### config.mk
export PLATFORM = sky130hd
export DESIGN_NAME = shake_squeeze_reader
export DESIGN_NICKNAME = d
export VERILOG_FILES = /design/src/rtl/keccak_pkg.sv /design/src/rtl/shake_squeeze_reader.sv
export SDC_FILE = /design/constraint.sdc
export NUM_CORES = 2
export LEC_CHECK = 0
export ABC_CLOCK_PERIOD_IN_PS = 3800
export CORE_AREA = 5 5 652 654
export CTS_BUF_LIST = sky130_fd_sc_hd__clkbuf_8
export CTS_CLUSTER_SIZE = 8
export DETAILED_ROUTE_END_ITERATION = 12
export DIE_AREA = 0 0 657 659
export GPL_TIMING_DRIVEN = 0
export HOLD_SLACK_MARGIN = 0.06
export PLACE_DENSITY_LB_ADDON = 0.08
export REMOVE_ABC_BUFFERS = 1
export SYNTH_ARGS = -nofsm -noshare
export SYNTH_HDL_FRONTEND = slang
export SYNTH_SLANG_ARGS = --single-unit
### constraint.sdc
create_clock -name clk -period 3.8 [get_ports clk]
set_clock_uncertainty 0.1 [all_clocks]
set_input_delay 0.57 -clock clk [delete_from_list [all_inputs] [get_ports clk]]
set_output_delay 0.57 -clock clk [all_outputs]
set_load 0.005 [all_outputs]
### src/rtl/keccak_pkg.sv
// Shared Keccak constants and the squeeze reader state encoding.
//   STATE_W        : width of the full Keccak-f[1600] state
//   LANE_W         : width of one Keccak lane
//   SHAKE128_RATE  : SHAKE128 rate in bits
//   SHAKE256_RATE  : SHAKE256 rate in bits
//   squeeze_state_t: IDLE / WAIT (for permutation) / STREAM (words out)
package keccak_pkg;

    localparam int STATE_W       = 1600;
    localparam int LANE_W        = 64;
    localparam int SHAKE128_RATE = 1344;
    localparam int SHAKE256_RATE = 1088;

    typedef enum logic [1:0] {
        IDLE   = 2'd0,
        WAIT   = 2'd1,
        STREAM = 2'd2
    } squeeze_state_t;

endpackage

### src/rtl/shake_squeeze_reader.sv
// Squeeze-side reader for the Keccak permutation. Captures the rate part of
// the state when the permutation reports valid, streams it out one word per
// accepted handshake, and asks the permutation for another block whenever the
// rate is exhausted before len_words words have been delivered.
// Ports:
//   clk, rst    : rising-edge clock, synchronous active-high reset
//   start       : one-cycle request, honoured only in IDLE
//   len_words   : number of words to deliver, sampled with start
//   perm_valid  : state_in holds a valid permuted state
//   state_in    : full 1600-bit permutation state (lane-little-endian)
//   perm_next   : one-cycle pulse asking the permutation to run again
//   out_data    : current output word
//   out_valid   : out_data is valid; held until accepted
//   out_ready   : consumer accepts out_data when out_valid & out_ready
//   busy        : high whenever the reader is not IDLE
//   done        : one-cycle pulse after the last word is accepted
module shake_squeeze_reader
    import keccak_pkg::*;
#(
    parameter int RATE_BITS = SHAKE128_RATE,
    parameter int WORD_W    = LANE_W,
    parameter int LEN_W     = 16
) (
    input  logic               clk,
    input  logic               rst,
    input  logic               start,
    input  logic [LEN_W-1:0]   len_words,
    input  logic               perm_valid,
    input  logic [STATE_W-1:0] state_in,
    output logic               perm_next,
    output logic [WORD_W-1:0]  out_data,
    output logic               out_valid,
    input  logic               out_ready,
    output logic               busy,
    output logic               done
);

    localparam int WORDS = RATE_BITS / WORD_W;
    localparam int IDX_W = (WORDS > 1) ? $clog2(WORDS) : 1;

    squeeze_state_t                 state_r;
    logic [WORDS-1:0][WORD_W-1:0]   buf_r;
    logic [IDX_W-1:0]               idx_r;
    logic [LEN_W-1:0]               rem_r;

    logic                           accept_s;
    logic                           last_s;
    logic                           wrap_s;
    logic [IDX_W-1:0]               idx_inc_s;
    logic                           capacity_unused_s;

    assign accept_s  = out_valid & out_ready;
    assign last_s    = (rem_r == LEN_W'(1));
    assign wrap_s    = (idx_r == IDX_W'(WORDS - 1));
    assign idx_inc_s = idx_r + IDX_W'(1);

    // Capacity lanes are deliberately never stored.
    assign capacity_unused_s = ^state_in[STATE_W-1:RATE_BITS];

    // Squeeze FSM: rate buffer capture, word sequencing and all registered outputs.
    always_ff @(posedge clk) begin
        if (rst) begin
            state_r   <= IDLE;
            buf_r     <= '0;
            idx_r     <= IDX_W'(0);
            rem_r     <= LEN_W'(0);
            perm_next <= 1'b0;
            out_data  <= WORD_W'(0);
            out_valid <= 1'b0;
            busy      <= 1'b0;
            done      <= 1'b0;
        end else begin
            // Pulse outputs default low; set for exactly one cycle below.
            perm_next <= 1'b0;
            done      <= 1'b0;
            case (state_r)
                IDLE: begin
                    if (start) begin
                        if (len_words == LEN_W'(0)) begin
                            done <= 1'b1;
                        end else begin
                            rem_r   <= len_words;
                            state_r <= WAIT;
                            busy    <= 1'b1;
                        end
                    end
                end
                WAIT: begin
                    if (perm_valid) begin
                        buf_r     <= state_in[RATE_BITS-1:0];
                        idx_r     <= IDX_W'(0);
                        // Word 0 comes straight from the input so it is valid next cycle.
                        out_data  <= state_in[WORD_W-1:0];
                        out_valid <= 1'b1;
                        state_r   <= STREAM;
                    end
                end
                STREAM: begin
                    if (accept_s) begin
                        rem_r <= rem_r - LEN_W'(1);
                        if (last_s) begin
                            // Finishing wins over block wrap: no extra permutation.
                            out_valid <= 1'b0;
                            done      <= 1'b1;
                            busy      <= 1'b0;
                            idx_r     <= IDX_W'(0);
                            state_r   <= IDLE;
                        end else if (wrap_s) begin
                            out_valid <= 1'b0;
                            perm_next <= 1'b1;
                            idx_r     <= IDX_W'(0);
                            state_r   <= WAIT;
                        end else begin
                            idx_r    <= idx_inc_s;
                            out_data <= buf_r[idx_inc_s];
                        end
                    end
                end
                default: begin
                    state_r   <= IDLE;
                    out_valid <= 1'b0;
                    busy      <= 1'b0;
                end
            endcase
        end
    end

endmodule

==> run_results.csv <==
group,metric,value,unit
power_and_ir_drop,p_per_area,443,nW/um^2
grt,grt_usage,16.1,%
finish,regArea,28700,um^2
synthesis,ys_seq_area_share,47.6,%
power_and_ir_drop,p_leak,35.9,nW
synthesis,synth_area,60300,um^2
clock_network,path_clk_slew,0.06,ns
grt,antenna_found_initial,305,
synthesis,synth_top_area_share,47.6,%
setup_path,crit_path_end_kind,"flop",
grt,grt_max_degree,178,
finish,fin_nets,11500,
synthesis,avgSynthCellArea,8.46,um^2
finish,drive_gt1_share,10.1,%
timing,grt_setup_unrepaired,"false",
synthesis,ys.flop_type,"dfxtp_1",
timing,hold_viol,0,
placed_design,dp_hpwl,269,mm
setup_path,arrival,4.39,ns
synthesis,synth_top_area_cell,"dfxtp_1",
clock_network,htree_levels,5,
die,die_x,657,um
synthesis,async_flop_share,0,%
power_and_ir_drop,ir_drop,0.000209,V
clock_network,cts_buffers,320,
setup_path,crit_fanout,41,
min_path,hold_class,"in2reg",
routing,drc_errors,0,
timing,slew_viol_final,0,
timing,fin_crit,3.65,ns
clock_network,clockBufferDepth,4,
clock_network,cts_tree,"built",
grt,grt_pass1_wl,509,mm
routing,initialDrtViolationCount,3534,
grt,grt_pass1_vias,66000,
routing,vias,63400,
die,io_pins,1689,
synthesis,ys_ff_latch,1435,
finish,fillers,45800,
routing,first_pass_iters,5,
placed_design,gp_congestion,0.782,
timing,setup_viol_count_final,0,
die,die_h,659,um
synthesis,synth_area_leaders,"dfxtp_1 (48%), nand2_1 (17%), a21oi_1 (12%), mux4_2 (12%), clkbuf_1 (3.4%)",
clock_network,clk_latency,1.01,ns
placed_design,pre_cts_ws,-0.805,ns
timing,fin_crit_sh,95.9,%
clock_network,clkSinkCount,1435,
run,drv_cap,0,
routing,vias_per_cell,4.04,
die,initial_utilization,14.4,%
die,rows,238,
timing,clock.fmax,274,MHz
synthesis,synth_edf_count,0,
finish,synthToLayoutAreaGrowth,72.5,%
placed_design,port_buffers,1432,
setup_path,critPathLaunchType,"flop",
timing,worst_pin_slew,1.20,ns
timing,setup_ws,0.155,ns
run_status,status,"finished clean",
finish,multiInputGateArea,29200,um^2
grt,grt_overflow,0,
die,dieArea,433000,um^2
synthesis,ys_types,59,
timing,max_slew_margin,20.0,%
setup_path,crit_required,4.54,ns
synthesis,yosysWarnings,0,
setup_path,worst-r2r-setup-slack,0.15,ns
routing,drt-total-wl,365,mm
routing,route.antenna.remaining_nets,0,
clock_network,clockRootBuffer,"clkbuf_8",
synthesis,synthCells,7127,
timing,fin_setup_tns,0,ns
die,core-area,419000,um^2
routing,route.detailed.wl_per_inst,23.2,um
setup_path,path_class,"reg2reg",
[cell usage after synthesis (3+ instances only)]
cell type,number
nand2b_1,7
dfxtp_1,1435
buf_2,11
xor2_1,3
a221o_1,64
mux2i_1,67
a21oi_1,1499
and3_1,3
o22ai_1,3
or4_1,3
nor2_1,19
mux4_2,320
a22o_1,124
ha_1,4
o21ai_0,15
nor2b_1,4
nor4_1,7
clkbuf_1,546
buf_6,5
a211oi_1,8
nor3_1,10
nand3b_1,3
o22a_1,65
a22o_2,4
a31oi_1,3
nand2_1,2774
buf_1,58
nand3_1,10
buf_8,6
nand4b_1,3
inv_1,7
[path summary, 6_finish.rpt]
check                    start          end  cells after the start
setup reg to reg      idx_r[1]  out_data[4]                     11
hold reg to reg      buf_r[95]    buf_r[95]                      2
hold / removal    state_in[13]    buf_r[13]                      3
setup / recovery      idx_r[1]  out_data[4]                     11
[where the power goes]
part / total (mW) / leakage (nW) / internal (mW) / switching, mW
combinational: 10.9 / 20.6 / 5.31 / 5.59
clock: 17.5 / 3.70 / 9.47 / 8.06
sequential: 17.6 / 11.7 / 16.7 / 0.904
[cell families (layout without fill, tap and decap cells)]
| kind of cell | count (synthesis) | after routing | share of synthesized area (%) |
|---|---|---|---|
| and+or+nand+nor | 2858 | 2860 | 18.1 |
| AOI/OAI and AO/OA | 1803 | 1803 | 16.9 |
| DFF | 1435 | 1435 | 47.6 |
| buffers and inverters | 633 | 3577 | 4.14 |
| muxes | 389 | 389 | 13.1 |
| xor gates and xnor gates | 5 | 5 | 0.0726 |
| adders and majority gates | 4 | 4 | 0.0830 |
| other | 0 | 126 | 0 |
[flip-flops by register name (all words and copies together) (netlist names)]
signal / count
out_valid: 1
buf_r: 1344
idx_r: 5
done: 1
rem_r: 16
perm_next: 1
out_data: 64
state_r: 2
busy: 1
[area by class of cell]
cell class | count | share of cell area, %
antenna | 126 | 0.303
clock buffer | 394 | 5.21
clock inverter | 170 | 0.819
inverter | 7 | 0.0289
multi-input combinational | 5061 | 28.1
sequential | 1435 | 27.6
tap | 5520 | 6.64
timing repair buffer | 3006 | 31.3
[layer usage]
metal / vias up / wire length (um) / global-route usage (%)
li1: 30000 / - / -
met1: 30800 / 158000 / 20.1
met2: 1748 / 176000 / 28.0
met3: 735 / 20800 / 3.74
met4: 110 / 9670 / 3.66
met5: - / 603 / 0
[timing repair]
action                     in CTS  in global routing
buffers inserted               11                  0
cloned                          5                  4
hold buffers                 1350                  0
hold endpoints to repair     1399                  0
setup endpoints to repair     534                 30
resized for setup              10                  0
pin swaps                       2                  0
[critical path: stages (launching register included)]
cell and delay (ns):
dfxtp_1 0.40, inv_1 0.10, ha_4 0.34, buf_12 0.12, buf_16 0.24, buf_16 0.29, buf_16 0.29, mux4_2 0.37
mux2i_1 0.41, a21oi_1 0.07, a221o_1 0.28, a22o_1 0.20
[stage by stage]
step | area (um^2) | util, % | hold slack, ns | std cells | power, mW
floorplan | 57800 | - | 0.327 | 6501 | 20.5
global placement | 79100 | 18.9 | 0.339 | 13500 | 22.1
detailed placement | 83600 | 20.0 | 0.344 | 13700 | 27.6
CTS | 104000 | 24.7 | 0.0602 | 15600 | 47.3
global route | 104000 | 24.8 | 0.151 | 15700 | 48.8
finish | 104000 | 24.8 | 0.230 | 15700 | 46.0
[layout by cell type, fill, tap and decap left out, types with 7 or more instances in the layout]
cell             instances
a21oi_1               1499
buf_12                  22
inv_1                  133
dfxtp_1               1432
nor2_1                  19
clkinvlp_4               7
clkinv_2                19
inv_6                    8
a22o_1                 124
a211oi_1                 8
nand2_1               2772
mux2i_1                 64
buf_6                   15
buf_8                   70
buf_4                   11
nand3_1                 10
nor4_1                   7
mux4_2                 320
dlygate4sd3_1         1350
diode_2                126
nor3_1                   9
clkbuf_8               394
o21ai_0                 14
buf_16                 100
a221o_1                 64
clkdlybuf4s50_1       1431
o22a_1                  65
No activity file was read; power rests on OpenSTA's default activity.
